`src/rtl/flappy_pkg.sv`:
```
// Shared constants and types for the Flappy Bird obstacle datapath.
// Holds screen geometry, bird column, LFSR taps and the scheduler state enum.
package flappy_pkg;

    localparam int H_ACTIVE = 640;
    localparam int TUBE_W   = 40;
    localparam int BIRD_X   = 160;

    // Galois taps for x^16 + x^14 + x^13 + x^11 + 1, shifting right
    localparam logic [15:0] LFSR_TAPS = 16'hB400;

    typedef enum logic [1:0] {
        INIT,
        READY,
        SCROLL
    } tube_state_t;

endpackage

```
`src/rtl/tube_scheduler_lfsr16.sv`:
```
// Free-running 16-bit Galois LFSR used to draw tube gap heights.
// Ports: clk, rst_n (async, active-low), q = current LFSR state.
module lfsr16
    import flappy_pkg::*;
#(
    parameter logic [15:0] SEED = 16'hACE1
) (
    input  logic        clk,
    input  logic        rst_n,
    output logic [15:0] q
);

    always_ff @(posedge clk or negedge rst_n) begin
        if (!rst_n) begin
            q <= SEED;
        end else begin
            q <= {1'b0, q[15:1]} ^ (q[0] ? LFSR_TAPS : 16'h0000);
        end
    end

endmodule

```
`src/rtl/tube_scheduler.sv`:
```
// Tube slot owner: scrolls N_TUBE slots once per frame, recycles off-screen slots.
// Ports: clk, rst_n, vs_in, run, clear in; tube_x/tube_h packed 12b slots, busy, frame_done, score_pulse out.
module tube_scheduler #(
    parameter int          N_TUBE    = 5,
    parameter int          H_ACTIVE  = flappy_pkg::H_ACTIVE,
    parameter int          TUBE_W    = flappy_pkg::TUBE_W,
    parameter int          SPACING   = 160,
    parameter int          SPEED     = 2,
    parameter int          BIRD_X    = flappy_pkg::BIRD_X,
    parameter int          H_MIN     = 80,
    parameter logic [15:0] LFSR_SEED = 16'hACE1
) (
    input  logic                  clk,
    input  logic                  rst_n,
    input  logic                  vs_in,
    input  logic                  run,
    input  logic                  clear,
    output logic [12*N_TUBE-1:0]  tube_x,
    output logic [12*N_TUBE-1:0]  tube_h,
    output logic                  busy,
    output logic                  frame_done,
    output logic                  score_pulse
);
    import flappy_pkg::*;

    localparam int IW = (N_TUBE > 1) ? $clog2(N_TUBE) : 1;

    localparam logic [11:0] SPEED_12  = 12'(SPEED);
    localparam logic [11:0] BIRD_X_12 = 12'(BIRD_X);
    localparam logic [11:0] H_MIN_12  = 12'(H_MIN);
    localparam logic [11:0] WRAP_12   = 12'(N_TUBE * SPACING);
    localparam logic [IW-1:0] LAST    = IW'(N_TUBE - 1);

    if ((N_TUBE - 1) * SPACING + H_ACTIVE + TUBE_W >= 4096) begin : g_bad_xmax
        $error("tube x range does not fit in 12 bits");
    end
    if (N_TUBE * SPACING < H_ACTIVE + TUBE_W) begin : g_bad_wrap
        $error("tube ring shorter than visible width plus tube");
    end
    if (SPEED >= SPACING) begin : g_bad_speed
        $error("SPEED must be below SPACING");
    end
    if (LFSR_SEED == 16'h0000) begin : g_bad_seed
        $error("LFSR seed must be nonzero");
    end

    function automatic logic [11:0] home_x(input int i);
        return 12'(H_ACTIVE + TUBE_W + i * SPACING);
    endfunction

    tube_state_t   state;
    logic [IW-1:0] idx;
    logic [11:0]   x_r [N_TUBE];
    logic [11:0]   h_r [N_TUBE];

    logic        vs_q1;
    logic        vs_q2;
    logic        vs_q3;
    logic        tick;
    logic [15:0] lfsr_q;
    logic [11:0] draw;
    logic [11:0] cur_x;
    logic [11:0] dec_x;
    logic        last_slot;
    logic        unused_lfsr_hi;

    lfsr16 #(
        .SEED (LFSR_SEED)
    ) u_lfsr (
        .clk   (clk),
        .rst_n (rst_n),
        .q     (lfsr_q)
    );

    assign unused_lfsr_hi = ^lfsr_q[15:8];

    // Frame tick is the rising edge of the second synchroniser stage
    assign tick      = vs_q2 & ~vs_q3;
    assign draw      = H_MIN_12 + {4'h0, lfsr_q[7:0]};
    assign cur_x     = x_r[idx];
    assign dec_x     = cur_x - SPEED_12;
    assign last_slot = (idx == LAST);

    always_ff @(posedge clk or negedge rst_n) begin
        if (!rst_n) begin
            vs_q1 <= 1'b0;
            vs_q2 <= 1'b0;
            vs_q3 <= 1'b0;
        end else begin
            vs_q1 <= vs_in;
            vs_q2 <= vs_q1;
            vs_q3 <= vs_q2;
        end
    end

    always_ff @(posedge clk or negedge rst_n) begin
        if (!rst_n) begin
            state       <= INIT;
            idx         <= '0;
            busy        <= 1'b1;
            frame_done  <= 1'b0;
            score_pulse <= 1'b0;
            for (int i = 0; i < N_TUBE; i++) begin
                x_r[i] <= home_x(i);
                h_r[i] <= H_MIN_12;
            end
        end else begin
            frame_done  <= 1'b0;
            score_pulse <= 1'b0;
            if (clear) begin
                // Aborts any pass in flight; no frame_done for it
                state <= INIT;
                idx   <= '0;
                busy  <= 1'b1;
            end else begin
                unique case (state)
                    INIT: begin
                        x_r[idx] <= home_x(int'(idx));
                        h_r[idx] <= draw;
                        if (last_slot) begin
                            state <= READY;
                            idx   <= '0;
                            busy  <= 1'b0;
                        end else begin
                            idx <= idx + 1'b1;
                        end
                    end
                    READY: begin
                        if (tick && run) begin
                            state <= SCROLL;
                            idx   <= '0;
                            busy  <= 1'b1;
                        end
                    end
                    SCROLL: begin
                        if (cur_x <= SPEED_12) begin
                            // Slot left the screen: move it behind the last tube
                            x_r[idx] <= dec_x + WRAP_12;
                            h_r[idx] <= draw;
                        end else begin
                            x_r[idx] <= dec_x;
                            if (cur_x > BIRD_X_12 && dec_x <= BIRD_X_12) begin
                                score_pulse <= 1'b1;
                            end
                        end
                        if (last_slot) begin
                            frame_done <= 1'b1;
                            state      <= READY;
                            idx        <= '0;
                            busy       <= 1'b0;
                        end else begin
                            idx <= idx + 1'b1;
                        end
                    end
                    default: begin
                        state <= INIT;
                        idx   <= '0;
                        busy  <= 1'b1;
                    end
                endcase
            end
        end
    end

    for (genvar g = 0; g < N_TUBE; g++) begin : g_pack
        assign tube_x[12*g +: 12] = x_r[g];
        assign tube_h[12*g +: 12] = h_r[g];
    end

endmodule

```
`config.mk`:
```
export PLATFORM = sky130hd
export DESIGN_NAME = tube_scheduler
export DESIGN_NICKNAME = d
export VERILOG_FILES = /design/src/rtl/flappy_pkg.sv /design/src/rtl/tube_scheduler_lfsr16.sv /design/src/rtl/tube_scheduler.sv
export SDC_FILE = /design/constraint.sdc
export NUM_CORES = 1
export LEC_CHECK = 0
export BUFFER_PORTS_ARGS = -buffer_cell sky130_fd_sc_hd__buf_2
export CORE_UTILIZATION = 50
export CTS_CLUSTER_DIAMETER = 40
export CTS_CLUSTER_SIZE = 24
export DETAILED_ROUTE_END_ITERATION = 8
export GPL_ROUTABILITY_DRIVEN = 0
export HOLD_SLACK_MARGIN = 0.02
export PLACE_DENSITY = 0.81
export SETUP_SLACK_MARGIN = 0.02
export SLEW_MARGIN = 40
export SYNTH_ARGS = -nofsm -noshare
export SYNTH_HDL_FRONTEND = slang
export SYNTH_HIERARCHICAL = 1
export SYNTH_SLANG_ARGS = --single-unit
```
`constraint.sdc`:
```
create_clock -name clk -period 3.1 [get_ports clk]
set_input_delay 0.465 -clock clk [delete_from_list [all_inputs] [get_ports clk]]
set_output_delay 0.465 -clock clk [all_outputs]
set_load 0.01 [all_outputs]
```
# After elaboration in Yosys (flattened, before gate mapping)
# Cells that the tools add are included.
# Widths: inputs -> output; s select.
word_totals:
  regBits: 147
  input_bits: 5
  output_inout_bits: 123
  word_cells: 83
op_classes:
  add_sub_neg: 5
  multipliers: 1
  order_cmp: 5
  eq_ne: 6
  muxes: 33
  bitwise: 5
  n_reduce_logical: 9
ops:
  columns: ["operator", "n"]
  rows:
  - ["$bwmux 60", 4]
  - ["$pmux 60 s2", 2]
  - ["$mux 60", 2]
  - ["$bmux 12 s3", 1]
  - ["$demux 12 s3", 1]
  - ["$mux 12", 3]
  - ["$mux 16", 1]
  - ["$xor 15x16->16", 1]
  - ["$add 10x11->12 const A", 1]
  - ["$add 12x10->12 const B", 1]
  - ["$gt 12x8->1 const B", 1]
  - ["$le 12x2->1 const B", 1]
  - ["$le 12x8->1 const B", 1]
  - ["$sub 12x2->12 const B", 1]
  - ["$mux 1", 10]
  - ["$add 7x8->9 const A", 1]
  - ["$mux 3", 3]
  - ["$mul 3x3->6 const B", 1]
  - ["$mux 2", 3]
  - ["$pmux 3 s2", 1]
  - ["$ge 4x4->1 const B", 1]
  - ["$lt 4x1->1 const B", 1]
  - ["$not 3->4", 1]
  - ["$pmux 2 s2", 1]
  - ["other kinds (16)", 20]

# Longest topological paths before layout
# Gate-level depths: netlist of run 1.
logic_depth:
  depth_word: 11
  mapped_depth: 14
  depth_no_buf: 12

# By module
# The synthesis of run 1 kept the hierarchy.
by_module_without_submodules:
  columns: ["mod", "instances", "cells_per_inst", "area_each_um2", "seq_area_each_um2"]
  rows:
  - ["tube_scheduler", 1, 560, 5883.1, 2942.8]
  - ["lfsr16", 1, 19, 436.7, 410.4]

# Worst setup path after synthesis of run 1
# Ideal clock, no wire load.
synth_timing:
  path_kind: "reg2reg"
  startpoint: "reg idx[0]"
  endpoint: "reg x_r, in the netlist tube_x[33]"
  setup_ps: 77
  arrival_ps: 3223
  required_ps: 3023
  path_slack_ps: -200
  stages_incl_launch_ff: 15
  path_buffers: 2
  synth_period_minus_slack_ps: 3300
  cell_sequence: "dfrtp_1 buf_6 buf_4 clkinv_1 and3_1 o21ai_0 ha_1 and3_1 nand2_1 xor2_1 ha_1 a2111oi_1 o2111a_1 o21ai_0 a31oi_1"
synth_via:
  elab_chain_cells: 9
  elab_cells_between_ends: 19
  cone_classes: "add/sub (3); mul (1); order compare (3); mux (10); bitwise (1); reduce/logical (1)"
synth_lines:
  columns: ["element", "line", "source"]
  rows:
  - ["from (decl)", "tube_scheduler.sv:52", "logic [IW-1:0] idx;"]
  - ["from (signal assigned)", "tube_scheduler.sv:125", "idx <= idx + 1'b1;"]
  - ["from (signal assigned)", "tube_scheduler.sv:152", "idx <= idx + 1'b1;"]
  - ["$not 3->4 (not written as such)", null, null]
  - ["$bmux 12 s3", "tube_scheduler.sv:80", "assign cur_x = x_r[idx];"]
  - ["$mux 12 (not written as such) (2 in series)", "tube_scheduler.sv:80", null]
  - ["$sub 12x2->12", "tube_scheduler.sv:81", "assign dec_x = cur_x - SPEED_12;"]
  - ["$add 12x10->12", "tube_scheduler.sv:138", "x_r[idx] <= dec_x + WRAP_12;"]
  - ["$bwmux 60", "tube_scheduler.sv:138", null]
  - ["$mux 60", "tube_scheduler.sv:136", "if (cur_x <= SPEED_12) begin"]
  - ["$pmux 60 s2 *", "tube_scheduler.sv:116", "unique case (state)"]
  - ["to (signal, indexed assignment)", "tube_scheduler.sv:104", "x_r[i] <= home_x(i);"]
  - ["to (signal, indexed assignment)", "tube_scheduler.sv:118", "x_r[idx] <= home_x(int'(idx));"]
  - ["to (signal, indexed assignment)", "tube_scheduler.sv:138", null]
  - ["to (decl)", "tube_scheduler.sv:53", "logic [11:0] x_r [N_TUBE];"]
# Mark *: on every way between the ends. The rest lies on a longest branch, timed or not. The select of a mux whose other input is x is not followed.
# A chain may end at the register's enable or synchronous reset.

# Worst setup path after layout of run 1
layout_timing:
  startpoint: "reg idx[0]"
  endpoint: "reg x_r, in the netlist tube_x[7]"
# Same word-level chain as after synthesis.

==> qor.txt, run 1 <==
CTS Buf Count: 17
maxcap violations: 0
largest net degree at the start of global routing: 84
GRT Total Usage: 28.7%
Clk pin slew, worst setup/hold paths: 0.06 ns
worst-margin pin slew: 0.707 ns
Max IR drop VDD: 0.477 mV
placed insts: 890
pwr dens: 761 nW/um^2
failing checks: negative setup slack
Max Clock Freq: 0.321 GHz
fraction of layout cells with a size suffix above 1: 45.1%
Synth top area share: 36.4%
CP arrival: 3.46 ns
TritonCTS clock tree: done
Req. time, crit path: 3.44 ns
Hold Crit Class: input pin to async pin
Clock Skew: 0.00642 ns
crit end category: register
Layout Nets: 772
number of core rows: 40
global-route wire length before repair: 28300 um
initial antenna violation count: 0
Rel. slew slack: 52.8%
Tmin final: 3.11 ns
number of flops mapped to enable cells by yosys: 0
FILL cells: 886
vias in the first global route: 5558
Ys Warns: 6
setup slack after layout: -0.0113 ns
Core Area: 12200 sq um
I/O pin cnt: 128
asr flop ratio synth: 100%
Buffers on Ports: 112
reg2reg setup slack: -0.01 ns
Hold Fails Final Rpt: 0
Die Area: 13100 sq um
Distinct cells, synth: 68
WL/cell: 19.4 um
# DRC: 0
Initial Util: 52.0%
crit share post-route: 100%
mapped cell area: 6320 sq um
Mapped Cells: 579
final non-filler cell total: 938
register area: 3360 sq um
synth top area cells: dfrtp_1 36%, dfstp_2 17%, mux2_2 8.7%, o21ai_0 4.8%, nand2_1 3.4%
RSZ-0062 raised after global routing: yes
flip-flop and latch count after synthesis: 132
Post-DP HPWL: 12400 um
htree depth: 4
drt initial violations: 556
switching share of power: 32.5%
Slew Limit Fails: 0
Ant. Diodes: 0
total power: 6330 uW
dominant synthesized flop cell: dfrtp_1
area leader, netlist: dfrtp_1
Finish-stage setup viols: 1
Comb pwr share: 32.1%
via count: 5543
clk_lat worst skew: 0.42 ns
Seq pwr share: 35.3%
Bufs on Longest Clock Path: 2
drt pass-1 iters: 7
Clock power frac: 32.6%
Root Driver: clkbuf_16
Leak: 0.00398 uW
status: finished, violations left
vias per inst: 5.91
classification of the worst setup path: register to register
Detail Route Antenna Nets: 0
P_sw: 2060 uW
GRT Residual Overflow: 0
Startpoint Class: register
die height: 114 um
CTS Sinks: 132
post-synthesis sequential area ratio: 53.1%
# hold bufs at CTS: 0
Layout area overhead: 31.5%
worst-path fanout max: 7
Synth Area per Inst: 10.9 sq um
internal power: 4270 uW
Die Width: 114 um
Final Routed Wirelength: 18200 um
area of the multi-input gates: 2930 sq um
==> registers in the layout, indices dropped and copies added (netlist names), 2 cells and up <==
| name | count |
|---|---|
| tube_h | 45 |
| u_lfsr/q | 16 |
| state | 2 |
| idx | 3 |
| tube_x | 60 |
==> kinds of logic (layout without fill, tap and decap cells) <==
| kind of cell | count (synthesis) | after routing | share of synthesized area, % |
|---|---|---|---|
| simple gates | 165 | 165 | 12.4 |
| compound gates | 146 | 146 | 14.7 |
| flops | 132 | 132 | 53.1 |
| mux | 65 | 65 | 11.5 |
| buf+inv | 43 | 220 | 4.00 |
| xor+xnor | 17 | 17 | 2.36 |
| fa+ha+maj | 10 | 10 | 1.98 |
| other cells | 1 | 15 | 0.0593 |
==> worst max-delay path, cell delays in order (launching register included) <==
cell,delay (ns)
dfrtp_4,0.47
buf_6,0.16
mux4_2,0.55
a22o_1,0.24
a211oi_2,0.18
o2111ai_2,0.22
buf_6,0.20
nor4b_4,0.27
xnor2_2,0.13
or4_1,0.44
a31oi_1,0.16
==> cell usage after synthesis (2+ instances only) <==
master,number
and3_1,2
dfstp_2,40
or2_2,2
a21oi_1,29
nand2_1,58
buf_6,3
a22o_1,3
nor2b_1,5
nor3_1,14
nor3b_1,2
or4_1,2
xor2_1,5
o22a_1,5
nor2_1,43
nand2b_1,10
o21ai_2,5
nand4_1,4
o21ai_0,60
a22oi_2,2
buf_4,17
xnor2_1,12
o21ai_1,3
o21a_1,2
ha_1,10
a22oi_1,2
mux2i_1,15
dfrtp_1,92
buf_2,4
o21bai_1,2
o22ai_1,5
mux2_2,49
clkbuf_1,12
a31oi_1,11
nand3_1,10
inv_1,5
and4b_1,2
==> repair_timing <==
action / in CTS / in global routing
pin swaps: 8 / 22
setup buffers: 9 / 6
gates resized for setup: 11 / 31
endpoints found under the setup margin: 30 / 62
==> power by group through the flow <==
| stage | Combinational, uW | Sequential, uW | Clock, uW |
|---|---|---|---|
| global placement | 1690 | 2250 | 0 |
| detailed placement | 1760 | 2260 | 0 |
| global route | 2170 | 2260 | 2150 |
| CTS | 1850 | 2230 | 2080 |
| floorplan | 928 | 2310 | 0 |
| finish | 2030 | 2240 | 2060 |
==> area by class of cell <==
cell class                 instances  share of cell area, %
tap                              168                   2.53
clock buffer                      23                   5.87
clock inverter                     9                   1.52
multi-input combinational        418                   35.2
sequential                       132                   40.4
timing repair buffer             182                   14.2
inverter                           6                  0.286
==> cells in the final DEF, fill, tap and decap left out, types with 4 or more instances in the layout <==
cell type | synthesis | final
buf_2 | 4 | 111
nor3_1 | 14 | 13
nor2b_1 | 5 | 5
xor2_1 | 5 | 4
o22ai_1 | 5 | 5
clkbuf_16 | 0 | 17
o22a_1 | 5 | 5
ha_1 | 10 | 8
nand2b_1 | 10 | 10
o21ai_1 | 3 | 8
mux2_2 | 49 | 49
nor2_1 | 43 | 43
a31oi_1 | 11 | 11
a21oi_1 | 29 | 27
o21ai_0 | 60 | 52
o21ai_2 | 5 | 8
conb_1 | 1 | 15
inv_1 | 5 | 4
xnor2_1 | 12 | 10
dfrtp_1 | 92 | 90
dfstp_2 | 40 | 40
nand2_1 | 58 | 57
nand4_1 | 4 | 4
nand3_1 | 10 | 9
buf_4 | 17 | 60
clkbuf_8 | 0 | 4
buf_12 | 0 | 6
mux2i_1 | 15 | 14
clkinv_2 | 0 | 5
==> layer usage <==
metal  vias to the layer above  part of all wire (%)  global-route usage, %
li1                       2413                     -                      -
met1                      2711                    38                   34.2
met2                       347                    49                   47.0
met3                        72                   9.8                   9.21
met4                         0                   4.0                   13.9
met5                         -                     0                      0
==> metrics by stage <==
| stage | setup TNS (ns) | hold slack [ns] | util, % | instance area, sq um | worst slack [ns] |
|---|---|---|---|---|---|
| after global routing | -0.857 | 0.110 | 68.3 | 8310 | -0.0774 |
| after CTS | -0.0153 | 0.0775 | 67.1 | 8160 | -0.0153 |
| after floorplan | 0 | 0.169 | - | 6410 | 0.0238 |
| final | -0.0113 | 0.0683 | 68.3 | 8310 | -0.0113 |
| after global placement | 0 | 0.336 | 61.1 | 7430 | 0.0895 |
| after detailed placement | -0.597 | 0.336 | 61.1 | 7430 | -0.0956 |
==> final timing paths <==
check | start | endpoint | cells after the start
min in group clk | vs_in | vs_q1$_DFF_PN0_ | 1
min reg2reg | vs_q1$_DFF_PN0_ | vs_q2$_DFF_PN0_ | 0
max | idx[0]$_DFFE_PN0P_ | tube_x[7]$_DFFE_PN1P_ | 10
max reg2reg | idx[0]$_DFFE_PN0P_ | tube_x[7]$_DFFE_PN1P_ | 10
min | rst_n | vs_q2$_DFF_PN0_ | 1
max in group asynchronous | rst_n | tube_h[18]$_DFFE_PN1P_ | 2
Note: power is estimated with default switching activity, not from simulation.
==> inputs of run 2 (changes only) <==
- ABC_AREA: default -> 1
- PLACE_DENSITY: 0.81 -> 0.8
- SETUP_SLACK_MARGIN: 0.02 -> 0.2
==> run 2 against run 1 <==
Compared with the run above: the run now ends clean; core utilization fell by 4.6 points; largest cell class unchanged; clock-buffer cell count down 5; die area rose by 3.4%.
==> qor.txt, run 2 <==
Synth top area share: 35.2%
Bufs on Longest Clock Path: 2
GRT Total Usage: 30.3%
htree depth: 4
post-synthesis sequential area ratio: 51.3%
Leak: 0.00411 uW
Die Area: 13500 sq um
status: complete, no violations
most frequent cells in the layout: 229 x nand2_1, 111 x buf_2, 91 x dfrtp_1
asr flop ratio synth: 100%
dominant synthesized flop cell: dfrtp_1
vias in the first global route: 5869
maxcap violations: 0
Synth Area per Inst: 8.17 sq um
Max Clock Freq: 0.351 GHz
CP arrival: 3.18 ns
placed inst area: 7360 sq um
number of flops mapped to enable cells by yosys: 0
flip-flop and latch count after synthesis: 132
setup TNS: 0 ns
drt pass-1 iters: 6
Hold Crit Class: input pin to async pin
worst hold slack: 0.0417 ns
Post-DP HPWL: 13400 um
Clk pin slew, worst setup/hold paths: 0.06 ns
worst-margin pin slew: 0.801 ns
drt initial violations: 605
TritonCTS clock tree: done
clk_lat worst skew: 0.43 ns
global-route wire length before repair: 30500 um
largest net degree at the start of global routing: 60
Die Width: 116 um
worst-path fanout max: 11
# DRC: 0
# hold bufs at CTS: 0
Final Routed Wirelength: 19300 um
synth top area cells: dfrtp_1 35%, dfstp_2 16%, nand2_1 13%, inv_1 5.0%, nand3_1 4.4%
Slew Limit Fails: 0
Finish-stage setup viols: 0
Rel. slew slack: 46.2%
Root Driver: clkbuf_16
most frequent cell after synthesis: nand2_1
pwr dens: 914 nW/um^2
Initial Util: 51.6%
design area: 8080 sq um
Ant. Diodes: 0
setup slack after layout: 0.248 ns
Max IR drop VDD: 0.473 mV
initial antenna violation count: 0
Buffers on Ports: 112
DP Worst Slack: 0.225 ns
most common cell after layout, fill and taps aside: nand2_1
Tmin final: 2.85 ns
via count: 6166
Layout Nets: 958
crit end category: register
WL/cell: 17.1 um
classification of the worst setup path: register to register
Largest register FFs: 60
Ys Warns: 6
die height: 116 um
mapped cell area: 6540 sq um
CTS Sinks: 132
fraction of layout cells with a size suffix above 1: 28.2%
Detail Route Antenna Nets: 0
I/O pin cnt: 128
RSZ-0062 raised after global routing: yes
GRT Residual Overflow: 0
number of core rows: 41
Mapped Cells: 801
commonest cells in the synthesized netlist: 231 x nand2_1, 92 x dfrtp_1, 87 x inv_1
Req. time, crit path: 3.43 ns
crit share post-route: 92.0%
Startpoint Class: register
area leader, netlist: dfrtp_1
Core Area: 12700 sq um
Layout area overhead: 23.5%
vias per inst: 5.47
Clock Skew: 0.0155 ns
Distinct cells, synth: 38
CTS Buf Count: 17
Hold Fails Final Rpt: 0
## run 2: cell types whose count changed in the layout (fill, tap and decap cells not counted), moves of 24 or more
cell,previous run,this run
nand2_1,57,229
o21ai_1,8,32
inv_1,4,86
o21ai_0,52,23
buf_4,60,29
mux2_2,49,0
nand3_1,9,58
## run 2: final timing paths
path	cells after the start	startpoint	slack, ns	end
min in group clk	1	vs_in	0.15	vs_q1$_DFF_PN0_
max in group asynchronous	2	rst_n	2.22	tube_x[15]$_DFFE_PN1P_
max reg2reg	17	idx[2]$_DFFE_PN0P_	0.25	tube_x[6]$_DFFE_PN0P_
min reg2reg	0	u_lfsr/q[8]$_DFF_PN0_	0.36	u_lfsr/q[7]$_DFF_PN1_
max	17	idx[2]$_DFFE_PN0P_	0.25	tube_x[6]$_DFFE_PN0P_
min	1	rst_n	0.04	tube_h[32]$_DFFE_PN0P_
## run 2: power breakdown
group          switching (uW)  internal [uW]  total, uW  leakage (uW)
Clock                     802           1280       2080      0.000292
Combinational            1810            976       2790       0.00217
Sequential                290           2230       2520       0.00164
## run 2: per-layer routing
| layer | part of all wire, % | up-vias | wire, um | track usage, % |
|---|---|---|---|---|
| met5 | 0 | - | 0 | 0 |
| met4 | 4.3 | 0 | 826 | 15.9 |
| met3 | 11 | 81 | 2110 | 10.9 |
| met2 | 47 | 372 | 8970 | 47.2 |
| met1 | 38 | 2874 | 7370 | 37.0 |
| li1 | - | 2839 | - | - |
## run 2: cells by family (layout without fill, tap and decap cells)
family                     Yosys count  count (layout)  share of synthesized area (%)
DFF                                132             132                           51.3
adders and majority gates           10              10                           1.91
xor gates and xnor gates             7               7                           1.05
other                                1              15                         0.0573
AOI/OAI and AO/OA                  114             114                           9.97
and+or+nand+nor                    409             409                           27.0
buffers and inverters              128             269                           8.80
## run 2: what timing repair did
item	in CTS	in global routing
setup endpoints to repair	10	62
resized for setup	2	23
buffers inserted	0	4
pin swaps	0	5
## run 2: layout make-up
class / count / area (sq um)
Fill cell: 1043 / 4590
Sequential cell: 132 / 3350
Multi-Input combinational cell: 555 / 2740
Timing Repair Buffer: 142 / 805
Clock buffer: 18 / 429
Inverter: 95 / 364
Tap cell: 172 / 215
Clock inverter: 14 / 176
## run 2: worst max-delay path, stage by stage, from the launching register on
cell and delay [ns]:
dfrtp_1 0.42, buf_4 0.18, inv_1 0.09, nand2_1 0.10
nor2_2 0.08, buf_4 0.18, nand2_1 0.06, nand3_1 0.10
nor2_2 0.23, nand2_1 0.13, nor2_1 0.17, nand3_1 0.12
nand2_2 0.13, buf_4 0.21, inv_1 0.09, nand2_1 0.16
nand3_1 0.13, a22oi_1 0.16
## run 2: per-stage QoR
| stage | util (%) | total power [uW] | instances |
|---|---|---|---|
| after floorplan | - | 4160 | 815 |
| after global placement | 58.1 | 5020 | 1092 |
| after detailed placement | 58.1 | 5070 | 1092 |
| after CTS | 63.0 | 7200 | 1124 |
| after global routing | 63.8 | 7780 | 1128 |
| final | 63.8 | 7380 | 1128 |
==> inputs of run 3 (changes only) <==
- CORE_ASPECT_RATIO: default -> 0.9
==> run 3 against run 2 <==
Compared with the run above: routed wire length increased by 2.1%; non-clock buffer count up 8; clock skew fell by 0.0069 ns; die area about the same; sequential share of layout area is 0.50 points lower; setup slack gained 0.064 ns; critical path depth stayed put; flip-flop and latch count unchanged; final cell count did not move; combinational power is 1% higher.
==> qor.txt, run 3 (same netlist as run 2, synthesis figures left out) <==
clk_lat worst skew: 0.43 ns
status: complete, no violations
worst-margin pin slew: 0.767 ns
area of the multi-input gates: 2740 sq um
Ant. Diodes: 0
most frequent cell on the critical path: nand2_1
via count: 6289
# DRC: 0
die height: 111 um
Detail Route Antenna Nets: 0
Core Area: 12700 sq um
Die Width: 123 um
largest net degree at the start of global routing: 85
maxcap violations: 0
CP arrival: 3.09 ns
worst-path fanout max: 11
Leak: 0.00417 uW
Largest register FFs: 60
Layout area overhead: 25.1%
classification of the worst setup path: register to register
CTS Sinks: 132
Clk pin slew, worst setup/hold paths: 0.06 ns
Final Routed Wirelength: 19700 um
Seq pwr share: 33.4%
I/O pin cnt: 128
vias per inst: 5.58
drt initial violations: 883
most frequent cells in the layout: 229 x nand2_1, 111 x buf_2, 90 x dfrtp_1
Die Area: 13500 sq um
critical-path cell list: buf_6 > nand2_1 > nor2_1 > buf_4 > nand2_1 > nand2_1 > nor2_4 > nand2_2 > nor2_4 > buf_4 > nand2_1 > nor2_1 > nand2_1 > a21oi_2 > nor2_1 > nand2_1 > a21oi_1
register area: 3360 sq um
GRT Residual Overflow: 0
Tmin final: 2.79 ns
Clock Skew: 0.00858 ns
CTS Buf Count: 17
Clock power frac: 29.3%
setup TNS: 0 ns
Layout Nets: 966
Bufs on Longest Clock Path: 2
Root Driver: clkbuf_16
drt pass-1 iters: 5
placed inst area: 7390 sq um
Buffers on Ports: 112
CP max stage delay: 0.43 ns
Comb pwr share: 37.3%
TritonCTS clock tree: done
GRT Total Usage: 30.6%
design area: 8180 sq um
CP max stage cell: dfrtp_1
internal power: 4670 uW
pwr dens: 927 nW/um^2
vias in the first global route: 5855
switching share of power: 38.5%
initial antenna violation count: 0
htree depth: 4
crit share post-route: 89.9%
Hold Fails Final Rpt: 0
Max Clock Freq: 0.359 GHz
fraction of layout cells with a size suffix above 1: 28.5%
FILL cells: 1040
Startpoint Class: register
number of core rows: 39
RSZ-0062 raised after global routing: yes
crit end category: register
Finish-stage setup viols: 0
Crit path buffers/inverters: 3
Req. time, crit path: 3.40 ns
most common cell after layout, fill and taps aside: nand2_1
Rel. slew slack: 48.4%
WL/cell: 17.4 um
Max IR drop VDD: 0.505 mV
CP delay by family, top: simple AND/OR/NAND/NOR gates
Hold Crit Class: input pin to register
Initial Util: 51.4%
global-route wire length before repair: 31200 um
Slew Limit Fails: 0
P_sw: 2920 uW
Post-DP HPWL: 13800 um
[run 3: what timing repair did]
action                     in CTS  in global routing
gates resized for setup         2                 19
setup buffers                   0                  6
hold endpoints to repair        6                  0
pin swaps                       0                  6
setup endpoints to repair      10                 60
hold buffers                    1                  0
[run 3: path summary, 6_finish.rpt]
kind	start	to	slack [ns]	cells past startpoint
setup / recovery	idx[0]$_DFFE_PN0P_	tube_x[23]$_DFFE_PN0P_	0.31	17
hold / removal	vs_in	vs_q1$_DFF_PN0_	0.15	1
setup reg to reg	idx[0]$_DFFE_PN0P_	tube_x[23]$_DFFE_PN0P_	0.31	17
hold reg to reg	u_lfsr/q[9]$_DFF_PN0_	u_lfsr/q[8]$_DFF_PN0_	0.35	0
max in group asynchronous	rst_n	tube_x[53]$_DFFE_PN1P_	1.93	3
min in group asynchronous	rst_n	tube_x[19]$_DFFE_PN0P_	0.42	2
[run 3: power by group through the flow]
stage	Sequential, uW	Clock (uW)	Combinational, uW
floorplan	2660	0	1500
global placement	2560	0	2520
detailed placement	2550	0	2580
CTS	2530	2240	2630
global route	2580	2330	3080
finish	2540	2220	2830
[run 3: per-layer routing]
metal | track usage, % | up-vias | routed length, um
li1 | - | 2851 | -
met5 | 0 | - | 0
met1 | 42.8 | 2938 | 8050
met3 | 8.94 | 65 | 2230
met2 | 43.3 | 435 | 8690
met4 | 14.6 | 0 | 692
[run 3: final cells by class]
type	count	area share, %
sequential	132	41.0
timing repair buffer	150	10.6
tap	164	2.51
inverter	95	4.42
multi-input combinational	555	33.4
clock buffer	20	5.71
clock inverter	12	2.31
[run 3: per-stage QoR]
stage	utilization [%]	hold WS (ns)	setup WS [ns]	total power, uW	cells
global route	64.2	0.146	0.167	7980	1128
CTS	63.4	0.147	0.213	7390	1122
detailed placement	58.0	0.312	0.199	5130	1089
finish	64.2	0.153	0.312	7580	1128
floorplan	-	0.169	0.480	4160	815
global placement	58.0	0.311	0.319	5070	1089
